**src/rtl/stage_sequencer.sv**
```systemverilog
// stage_sequencer: multi-cycle CPU stage controller.
// Steps FET->DEC->EXE->MEM->WBK, stalls MEM, halts on ecall or MEM timeout.
//
// Ports:
//   sysclk, cpu_reset          clock, synchronous active-high reset
//   run                        permits leaving FET
//   mem_req_needed, mem_ready  MEM-stage access request / acknowledge
//   halt_req                   EXE instruction is ecall/ebreak
//   stage                      one-hot stage (0 when halted)
//   fet_en..wbk_en             per-stage register load strobes
//   mem_strobe                 memory access request level
//   halted, timeout_err        parked in HALT / HALT caused by MEM timeout
//   retired                    completed instruction count
module stage_sequencer #(
    parameter int MEM_TIMEOUT = 255,
    parameter int CNT_W       = 32
) (
    input  logic             sysclk,
    input  logic             cpu_reset,
    input  logic             run,
    input  logic             mem_req_needed,
    input  logic             mem_ready,
    input  logic             halt_req,
    output logic [4:0]       stage,
    output logic             fet_en,
    output logic             dec_en,
    output logic             exe_en,
    output logic             mem_en,
    output logic             wbk_en,
    output logic             mem_strobe,
    output logic             halted,
    output logic             timeout_err,
    output logic [CNT_W-1:0] retired
);

    localparam int WW = $clog2(MEM_TIMEOUT + 1);
    // Wait count seen on the last permitted stalled MEM cycle.
    localparam logic [WW-1:0] LAST = WW'(MEM_TIMEOUT - 1);

    typedef enum logic [2:0] {
        S_FET,
        S_DEC,
        S_EXE,
        S_MEM,
        S_WBK,
        S_HALT
    } state_t;

    state_t        state;
    state_t        nxt;
    logic [WW-1:0] wait_cnt;
    logic          halt_pending;
    logic          timeout_hit;

    function automatic logic [4:0] onehot(input state_t s);
        logic [4:0] v;
        v = 5'b0;
        unique case (s)
            S_FET:   v = 5'b00001;
            S_DEC:   v = 5'b00010;
            S_EXE:   v = 5'b00100;
            S_MEM:   v = 5'b01000;
            S_WBK:   v = 5'b10000;
            default: v = 5'b00000;
        endcase
        return v;
    endfunction

    always_comb begin
        nxt         = state;
        fet_en      = 1'b0;
        dec_en      = 1'b0;
        exe_en      = 1'b0;
        mem_en      = 1'b0;
        wbk_en      = 1'b0;
        mem_strobe  = 1'b0;
        timeout_hit = 1'b0;
        unique case (state)
            S_FET: begin
                if (run) begin
                    fet_en = 1'b1;
                    nxt    = S_DEC;
                end
            end
            S_DEC: begin
                dec_en = 1'b1;
                nxt    = S_EXE;
            end
            S_EXE: begin
                exe_en = 1'b1;
                nxt    = S_MEM;
            end
            S_MEM: begin
                if (!mem_req_needed) begin
                    mem_en = 1'b1;
                    nxt    = S_WBK;
                end else begin
                    mem_strobe = 1'b1;
                    if (mem_ready) begin
                        mem_en = 1'b1;
                        nxt    = S_WBK;
                    end else if (wait_cnt == LAST) begin
                        // Access abandoned: instruction never writes back.
                        timeout_hit = 1'b1;
                        nxt         = S_HALT;
                    end
                end
            end
            S_WBK: begin
                wbk_en = 1'b1;
                nxt    = halt_pending ? S_HALT : S_FET;
            end
            S_HALT: nxt = S_HALT;
            default: nxt = S_HALT;
        endcase
    end

    always_ff @(posedge sysclk) begin
        if (cpu_reset) begin
            state        <= S_FET;
            stage        <= 5'b00001;
            halted       <= 1'b0;
            timeout_err  <= 1'b0;
            retired      <= '0;
            wait_cnt     <= '0;
            halt_pending <= 1'b0;
        end else begin
            state  <= nxt;
            stage  <= onehot(nxt);
            halted <= (nxt == S_HALT);
            if (timeout_hit)
                timeout_err <= 1'b1;
            if (exe_en && halt_req)
                halt_pending <= 1'b1;
            if (wbk_en)
                retired <= retired + CNT_W'(1);
            if (state == S_MEM && nxt == S_MEM)
                wait_cnt <= wait_cnt + WW'(1);
            else
                wait_cnt <= '0;
        end
    end

endmodule

```
**config.mk**
```make
export PLATFORM = sky130hd
export DESIGN_NAME = stage_sequencer
export DESIGN_NICKNAME = d
export VERILOG_FILES = /design/src/rtl/stage_sequencer.sv
export SDC_FILE = /design/constraint.sdc
export NUM_CORES = 1
export LEC_CHECK = 0
export ABC_AREA = 1
export CORE_MARGIN = 2
export CORE_UTILIZATION = 56
export DETAILED_ROUTE_END_ITERATION = 10
export DONT_BUFFER_PORTS = 1
export GPL_ROUTABILITY_DRIVEN = 0
export PLACE_DENSITY = 0.75
export SETUP_SLACK_MARGIN = 0.5
export SYNTH_ARGS = -nofsm -noshare
export SYNTH_HDL_FRONTEND = slang
export SYNTH_SLANG_ARGS = --single-unit
```
**constraint.sdc**
```tcl
create_clock -name sysclk -period 1.3 [get_ports sysclk]
set_input_delay 0.065 -clock sysclk [delete_from_list [all_inputs] [get_ports sysclk]]
set_output_delay 0.065 -clock sysclk [all_outputs]
set_load 0.01 [all_outputs]
```
==> impl_results.rst, run 1 <==
.. list-table::
   :header-rows: 1

   * - Metric
     - Value
   * - Synthesized net count
     - a little under 400
   * - Maximum count of clock buffers along a single path
     - 2
   * - Fraction of registers with async set/reset
     - 0%
   * - Avg Synthesized Cell Area
     - between 6 and 7 um^2
   * - Largest area contributor in the synthesized netlist
     - sky130_fd_sc_hd__dfxtp_1
   * - Rows
     - 24
   * - Number of sinks handled by clock tree synthesis
     - 51
   * - Count of input and output buffers
     - 0
   * - Most common cell in the synthesized netlist
     - sky130_fd_sc_hd__nor2_1
   * - Pin count of the biggest net entering global routing
     - 24
   * - Final HPWL from detailed placement
     - approximately 5000 um
   * - Distinct cell type count after synthesis
     - 28
   * - GR Overflow Total
     - around 260
   * - Instance count of the mapped netlist
     - approximately 380
   * - Result of the run
     - aborted with a tool error
   * - Synth top cells by count
     - sky130_fd_sc_hd__nor2_1, sky130_fd_sc_hd__nand2_1, sky130_fd_sc_hd__inv_1
   * - Post-synth top area share
     - 39.6%
   * - Number of top-level pins
     - 51
   * - Die outline width
     - about 72 um
   * - Number of levels in the clock H-tree
     - 2
   * - First Err
     - [ERROR GRT-0232] Routing congestion too high. Check the congestion heatmap in the GUI.
   * - EDFF count, synth
     - 0
   * - Kind of pin the worst path terminates on
     - register data pin
   * - Cell Area, Synth
     - 0.00258 mm^2
   * - Total placed instance area
     - 0.00329 mm^2
   * - Worst endpoint left by the global-route repair_timing run
     - retired[30]$_SDFFE_PP0N_/D
   * - Register bit total from synthesis
     - a little over 50
   * - Dominant cells by area after synthesis
     - sky130_fd_sc_hd__dfxtp_1, sky130_fd_sc_hd__nor2_1, sky130_fd_sc_hd__nand2_1
   * - Number of warnings reported in the yosys synthesis log
     - 0
   * - Total track usage
     - 85.8%
   * - Initial Utilization
     - 58.8%
   * - Die height
     - ~72 um
   * - Proportion of synthesized chip area in sequential cells
     - 39.6%
   * - Clock tree root driver cell
     - sky130_fd_sc_hd__clkbuf_8
   * - Main flop type after synthesis
     - sky130_fd_sc_hd__dfxtp_1
   * - Number of buffers created by CTS
     - 5
   * - Exit stage
     - global routing (5_1_grt)
## metrics by stage
step	utilization, %	worst slack (ps)	std cells	hold slack [ps]	setup TNS (ps)
3_5_place_dp	75.0	-72.0	501	134	-701
2_1_floorplan	-	32.3	379	130	0
4_1_cts	88.0	-45.2	522	-202	-677
3_3_place_gp	75.0	-51.4	501	132	-83.1
## cells by family after synthesis
group,synth area share (%)
AND/OR/NAND/NOR,41.7
XOR/XNOR,4.08
buffers and inverters,8.44
flip-flops,39.6
AO/OA/AOI/OAI,4.76
adder cells (fa/ha/maj),1.46
## metal layers
metal | track usage, % | overflow
met1 | 83.1 | 1
met2 | 109 | 151
met3 | 57.9 | 4
met4 | 105 | 106
met5 | 2.02 | 0
## timing repair
item,4_1_cts
pin swaps,20
buffers inserted,12
gates resized for setup,112
hold endpoints to repair,32
setup endpoints to repair,88
cloned,1
==> inputs of run 2 (changes only) <==
- CORE_UTILIZATION: 56 -> 40
- PLACE_DENSITY: 0.75 -> not set
- PLACE_DENSITY_LB_ADDON: not set -> 0.15
- SETUP_SLACK_MARGIN: 0.5 -> not set
- clock period: 1.3 -> 1.7 ns (I/O delays scaled with it)
==> run 2 against run 1 <==
  * The run now ends clean
  * Synthesized area unchanged
  * Synthesized cell count unchanged
==> impl_results.rst, run 2 <==
.. list-table::
   :header-rows: 1

   * - Metric
     - Value
   * - Result of the run
     - finished, final reports clean
   * - DRT Wirelength
     - ~6200 um
   * - Leakage dissipation
     - 1.30 nW
   * - Rows
     - 29 (+21%)
   * - Power per unit of standard cell area
     - 703 mW/mm^2
   * - Min-Delay Path Class
     - in2reg
   * - Worst setup SP type
     - flip-flop
   * - Total of fill cells in the finished design
     - ~650
   * - Tot Pwr
     - around 0.0021 W
   * - Worst path arrival time
     - ~1700 ps
   * - EDFF count, synth
     - 0 (unchanged)
   * - Most flops, register
     - retired
   * - Pin count of the biggest net entering global routing
     - 23
   * - Required time of the critical path
     - approximately 1900 ps
   * - Crit Path Class
     - reg2reg
   * - Total placed instance area
     - 0.00285 mm^2 (-13%)
   * - Number of warnings reported in the yosys synthesis log
     - 0 (unchanged)
   * - VDD IR-drop max
     - about 0.00033 V
   * - Clock skew
     - around 4.8 ps
   * - Cell area after layout
     - about 0.003 mm^2
   * - Tmin final
     - 1570 ps
   * - Post-route clock period utilization
     - approximately 93%
   * - Total DRC errors in the routed layout
     - 0
   * - Cell Area, Synth
     - 0.00258 mm^2 (unchanged)
   * - Synthesized net count
     - 388 (unchanged)
   * - Number of slew-limit violations in the final report
     - 0
   * - Global route hottest layer
     - met2
   * - GRT met3 Usage
     - 4.82%
   * - Setup-failing EPs final
     - 0
   * - Instance count of the mapped netlist
     - 379 (unchanged)
   * - Met2 usage in global routing
     - between 20% and 30%
   * - # Max-Cap Violations
     - 0
   * - Main flop type after synthesis
     - sky130_fd_sc_hd__dfxtp_1
   * - Synth top cells by count
     - sky130_fd_sc_hd__nor2_1, sky130_fd_sc_hd__nand2_1, sky130_fd_sc_hd__inv_1
   * - Commonest non-fill, non-tap cell in the layout
     - sky130_fd_sc_hd__nor2_1
   * - Most used cells in the layout excluding fill and tap cells
     - sky130_fd_sc_hd__nor2_1, sky130_fd_sc_hd__nand2_1, sky130_fd_sc_hd__inv_1
   * - Distinct cell type count after synthesis
     - 28 (unchanged)
   * - Capturing element type of the critical path
     - flip-flop
   * - Final design utilization
     - a little under half
   * - M1 GR Usage
     - 23.4%
   * - Die outline width
     - 84.3 um (+17%)
   * - Core region area
     - 0.00628 mm^2
   * - Die height
     - 84.3 um (+17%)
   * - Number of buffers created by CTS
     - 5 (unchanged)
   * - Dominant cells by area after synthesis
     - sky130_fd_sc_hd__dfxtp_1, sky130_fd_sc_hd__nor2_1, sky130_fd_sc_hd__nand2_1
   * - Number of detailed-route iterations in the first pass
     - 4
   * - Average vias per placed instance
     - around 4.9
   * - Fraction of registers with async set/reset
     - 0% (unchanged)
   * - Number of top-level pins
     - 51 (unchanged)
   * - Wire length of the first global-routing pass
     - 10300 um
   * - Layout-stage area growth over the synthesis result
     - 16.1%
   * - Number of global-route vias before repair
     - 2175
   * - GR Overflow Total
     - 0
   * - Post-route ant nets
     - 0
   * - Initial Utilization
     - 41.1% (-18 points)
   * - Largest area contributor in the synthesized netlist
     - sky130_fd_sc_hd__dfxtp_1
   * - Final hold violation count
     - 0
   * - Avg Synthesized Cell Area
     - 6.80 um^2 (unchanged)
   * - Clock tree root driver cell
     - sky130_fd_sc_hd__clkbuf_8
   * - Iteration-0 DRC count of the detailed router
     - between 100 and 150
   * - Slew HR
     - 31.7%
   * - Floorplan die area
     - 0.00710 mm^2
   * - # nets final
     - 421
   * - Post-synth top area share
     - 39.6% (unchanged)
   * - Number of levels in the clock H-tree
     - 2 (unchanged)
   * - CTS tree
     - built
   * - Biggest fanout along the worst timing path
     - 5
   * - Registers with the most flip-flops
     - retired x32, wait_cnt x8, stage x5
   * - Final HPWL from detailed placement
     - 4750 um (-6.3%)
   * - Count of input and output buffers
     - 0 (unchanged)
   * - Layout cells sized above 1
     - approximately 14%
   * - Number of sinks handled by clock tree synthesis
     - 51 (unchanged)
   * - Number of flip-flops in the largest register
     - 32
   * - Number of antenna violations at the first check in global routing
     - 0
   * - Maximum count of clock buffers along a single path
     - 2 (unchanged)
   * - Slew at the pin closest to its max-slew limit
     - 1020 ps
   * - Vias after detailed routing
     - ~2400
   * - Highest Clock Rate
     - between 600 and 700 MHz
   * - Most common cell in the synthesized netlist
     - sky130_fd_sc_hd__nor2_1
   * - Clock network latency to the later pin of the worst-skew pair
     - 310 ps
   * - Register bit total from synthesis
     - 51 (unchanged)
   * - Clock-pin slew of the registers on the worst-case setup and hold paths
     - 100 ps
   * - Proportion of synthesized chip area in sequential cells
     - 39.6% (unchanged)
   * - Count of antenna diodes in the layout
     - 0
   * - Total track usage
     - 18.0%
   * - Per-cell routed wire length
     - roughly 13 um
==> run 2: final timing paths <==
path         slack [ps]  cells after the start     endpoint        start
max                 130                      7  retired[19]  retired[14]
min                  50                      3  retired[18]    cpu_reset
max reg2reg         130                      7  retired[19]  retired[14]
min reg2reg         480                      1  wait_cnt[0]  wait_cnt[0]
==> run 2: kinds of logic (layout without fill, tap and decap cells) <==
logic type                 count (synthesis)  count (layout)  share of synthesized area, %
xor gates and xnor gates                  12              12                          4.08
AOI/OAI and AO/OA                         23              23                          4.76
buffers and inverters                     57              91                          8.44
and+or+nand+nor                          233             233                          41.7
adders and majority gates                  3               3                          1.46
DFF                                       51              51                          39.6
==> run 2: repair_timing <==
| action | CTS | global route |
|---|---|---|
| hold buffers | 4 | 0 |
| resized for setup | 0 | 6 |
| setup buffers | 0 | 0 |
| endpoints found under the setup margin | 0 | 23 |
| hold endpoints to repair | 22 | 0 |
==> run 2: report_power, final <==
group | internal, W | leakage [nW] | total, W | switching [W]
Combinational | 0.0000426 | 0.843 | 0.000138 | 0.0000953
Sequential | 0.00122 | 0.412 | 0.00124 | 0.0000210
Clock | 0.000295 | 0.0443 | 0.000729 | 0.000433
==> run 2: worst max-delay path, stage by stage (launching register included) <==
cell and delay [ps]:
sky130_fd_sc_hd__dfxtp_1 450, sky130_fd_sc_hd__buf_4 160, sky130_fd_sc_hd__nand2_1 50, sky130_fd_sc_hd__nor2_1 230, sky130_fd_sc_hd__and2_1 270, sky130_fd_sc_hd__nand2_1 100, sky130_fd_sc_hd__nor2_1 120, sky130_fd_sc_hd__nor3b_2 50
==> run 2: per-stage QoR <==
step / worst slack, ps / hold WS, ps / instances / TNS [ps]
after floorplan: 214 / 169 / 379 / 0
after global placement: 107 / 160 / 478 / 0
after detailed placement: 25.8 / 162 / 478 / 0
after CTS: 24.2 / 40.1 / 490 / 0
after global routing: -1.28 / 51.7 / 490 / -1.28
final: 126 / 45.6 / 490 / 0
==> run 2: cell type report <==
type                            count  area [um^2]  share of cell area [%]
Inverter                           54          203                    6.77
Clock buffer                        5         68.8                    2.30
Multi-Input combinational cell    271         1350                    45.1
Timing Repair Buffer               29          228                    7.61
Clock inverter                      3         25.0                   0.836
Sequential cell                    51         1020                    34.2
Tap cell                           77         96.3                    3.22
==> run 2: routing by layer <==
metal / vias to the layer above / part of all wire, %
met2: 43 / 45
li1: 1251 / -
met5: - / 0
met3: 8 / 5.5
met4: 0 / 1.7
met1: 1081 / 47
Note: power is estimated with default switching activity, not from simulation.
==> inputs of run 3 (changes only) <==
- clock period: 1.7 -> 1.9 ns (I/O delays scaled with it)
==> run 3 against run 2 <==
  * Flip-flop and latch count unchanged
  * Count of clock-buffer cells in the layout rose by 1
  * Register-to-register slack better by 80 ps
  * Design area decreased by 3.9%
  * Critical path depth down 4
  * Hold slack worse by 18 ps
  * Die area unchanged
  * Final cell count fell by 3.9%
  * Total power increased by 1.1%
  * Worst setup slack got worse by 28 ps
  * Sequential power down 10%
  * Critical endpoint is now halt_pending
  * Non-clock buffer count shrank 19
  * Largest power group unchanged
==> impl_results.rst, run 3 (synthesis results as in run 2) <==
.. list-table::
   :header-rows: 1

   * - Metric
     - Value
   * - Floorplan die area
     - 0.00710 mm^2 (unchanged)
   * - Layout-stage area growth over the synthesis result
     - 11.5%
   * - Registers with the most flip-flops
     - retired x32, wait_cnt x8, stage x5
   * - Count of input and output buffers
     - 0 (unchanged)
   * - Number of antenna violations at the first check in global routing
     - 0 (unchanged)
   * - Post-Place Worst Slack
     - 234 ps (+208 ps)
   * - Slowest CP cell
     - sky130_fd_sc_hd__dlygate4sd3_1
   * - Wire length of the first global-routing pass
     - 10600 um (+2.5%)
   * - List of cells traversed by the critical path
     - dlygate4sd3_1 > a21oi_1 > dlygate4sd3_1
   * - Switching share of total power
     - 22.5% (-3.6 points)
   * - Power per unit of standard cell area
     - 740 mW/mm^2 (+5.2%)
   * - # nets final
     - 402 (-4.5%)
   * - Layout cells sized above 1
     - 8.12% (-5.7 points)
   * - Relative contribution of combinational cells to total power
     - 5.5% (-1.1 points)
   * - Number of buffers and inverters on the critical path
     - 2 (+1)
   * - Min-Delay Path Class
     - in2reg
   * - Number of top-level pins
     - 51 (unchanged)
   * - Number of sinks handled by clock tree synthesis
     - 51 (unchanged)
   * - Most flops, register
     - retired
   * - Number of detailed-route iterations in the first pass
     - 4 (unchanged)
   * - Post-route clock period utilization
     - a little over nine tenths
   * - Number of buffers created by CTS
     - 5 (unchanged)
   * - Switching pwr
     - 0.000478 W (-13%)
   * - Total DRC errors in the routed layout
     - 0 (unchanged)
   * - Setup-failing EPs final
     - 0 (unchanged)
   * - Average vias per placed instance
     - 4.93 (+1.4%)
   * - Die outline width
     - 84.3 um (unchanged)
   * - Tmin final
     - 1800 ps
   * - Worst path arrival time
     - 2010 ps (+270 ps)
   * - Biggest fanout along the worst timing path
     - 22 (+17)
   * - Most used cells in the layout excluding fill and tap cells
     - sky130_fd_sc_hd__nor2_1, sky130_fd_sc_hd__nand2_1, sky130_fd_sc_hd__inv_1
   * - Final design utilization
     - 45.8% (-1.9 points)
   * - Number of slew-limit violations in the final report
     - 0 (unchanged)
   * - Clock skew
     - 7.41 ps (+2.62 ps)
   * - VDD IR-drop max
     - 0.000302 V (-7.1%)
   * - Delay of the slowest critical-path stage
     - 1220 ps (+770 ps)
   * - Iteration-0 DRC count of the detailed router
     - 144 (+4.3%)
   * - Number of flip-flops in the largest register
     - 32 (unchanged)
   * - Commonest non-fill, non-tap cell in the layout
     - sky130_fd_sc_hd__nor2_1
   * - Final hold violation count
     - 0 (unchanged)
   * - Initial Utilization
     - 41.1% (unchanged)
   * - Clock network latency to the later pin of the worst-skew pair
     - 310 ps (about the same)
   * - GR Overflow Total
     - 0 (unchanged)
   * - Maximum count of clock buffers along a single path
     - 2 (unchanged)
   * - Gate family responsible for the most delay along the worst path
     - buffers and inverters
   * - Internal Dissipation
     - 0.00165 W (+6.1%)
   * - Clock Power Share
     - 42.5% (+7.9 points)
   * - Highest Clock Rate
     - about 560 MHz
   * - Clock tree root driver cell
     - sky130_fd_sc_hd__clkbuf_8
   * - Leakage dissipation
     - 1.22 nW (-6.0%)
   * - Post-route ant nets
     - 0 (unchanged)
   * - # Max-Cap Violations
     - 0 (unchanged)
   * - Number of levels in the clock H-tree
     - 2 (unchanged)
   * - Setup slack of the critical path after layout
     - 98.2 ps (-27.7 ps)
   * - DRT Wirelength
     - 6170 um (-1.2%)
   * - Core region area
     - 0.00628 mm^2 (unchanged)
   * - Crit Path Class
     - in2reg
   * - Final HPWL from detailed placement
     - 4580 um (-3.7%)
   * - RSZ-0062 raised after global routing
     - false
   * - Slew HR
     - 30.4% (-1.4 points)
   * - Final TNS setup
     - 0 ps (unchanged)
   * - Required time of the critical path
     - 2110 ps (+240 ps)
   * - CTS tree
     - built
   * - Count of antenna diodes in the layout
     - 0 (unchanged)
   * - Pin count of the biggest net entering global routing
     - 23 (unchanged)
   * - Die height
     - 84.3 um (unchanged)
   * - Rows
     - 29 (unchanged)
   * - Result of the run
     - finished, final reports clean
   * - Total track usage
     - 18.6% (+0.61 points)
   * - Worst setup SP type
     - input port
   * - Power share of the sequential group
     - 52.0% (-6.8 points)
   * - Slew at the pin closest to its max-slew limit
     - 1040 ps (+20.9 ps)
   * - Number of global-route vias before repair
     - 2218 (+2.0%)
   * - Per-cell routed wire length
     - 13.1 um (+2.8%)
   * - Vias after detailed routing
     - 2322 (-2.6%)
   * - Most repeated library cell on the critical path
     - sky130_fd_sc_hd__dlygate4sd3_1
   * - Clock-pin slew of the registers on the worst-case setup and hold paths
     - 100 ps (about the same)
   * - Capturing element type of the critical path
     - flip-flop
[run 3: final timing paths]
kind	start	endpoint	slack, ps	depth (start not counted)
setup / recovery	cpu_reset	halt_pending	100	3
hold / removal	mem_ready	stage[4]	30	2
setup reg to reg	retired[1]	retired[20]	210	8
hold reg to reg	wait_cnt[0]	wait_cnt[0]	470	1
[run 3: power groups by stage]
| stage | clock, W | sequential, W | combinational, W |
|---|---|---|---|
| 6_report | 0.000904 | 0.00111 | 0.000117 |
| 5_1_grt | 0.000970 | 0.00111 | 0.000133 |
| 2_1_floorplan | 0 | 0.00113 | 0.0000911 |
| 3_5_place_dp | 0 | 0.00113 | 0.000103 |
| 3_3_place_gp | 0 | 0.00113 | 0.000103 |
| 4_1_cts | 0.000920 | 0.00111 | 0.000118 |
[run 3: final cells by class]
cell class	count	area, um^2
Clock inverter	2	60.1
Sequential cell	51	1020
Clock buffer	6	72.6
Fill cell	663	3400
Tap cell	77	96.3
Inverter	54	203
Multi-Input combinational cell	271	1340
Timing Repair Buffer	10	82.6
[run 3: per-layer routing]
metal  share of wire (%)  GRT usage [%]  vias up  routed length (um)
met4                 2.1           7.33        0                 127
met1                  47           24.0     1053                2910
li1                    -              -     1210                   -
met2                  45           28.6       49                2790
met5                   0              0        -                   0
met3                 5.6           6.59       10                 343
[run 3: repair_timing]
item / 4_1_cts / 5_1_grt
hold buffers: 3 / 0
hold endpoints to repair: 22 / 0
gates resized for setup: 0 / 0
buffers inserted: 0 / 0
[run 3: through the flow]
stage / instances / cell area, um^2 / hold WS, ps / total power [W]
after floorplan: 379 / 2580 / 179 / 0.00122
after global placement: 460 / 2710 / 169 / 0.00123
after detailed placement: 460 / 2710 / 169 / 0.00123
after CTS: 471 / 2880 / 13.6 / 0.00214
after global routing: 471 / 2880 / 16.1 / 0.00221
final: 471 / 2880 / 27.7 / 0.00213
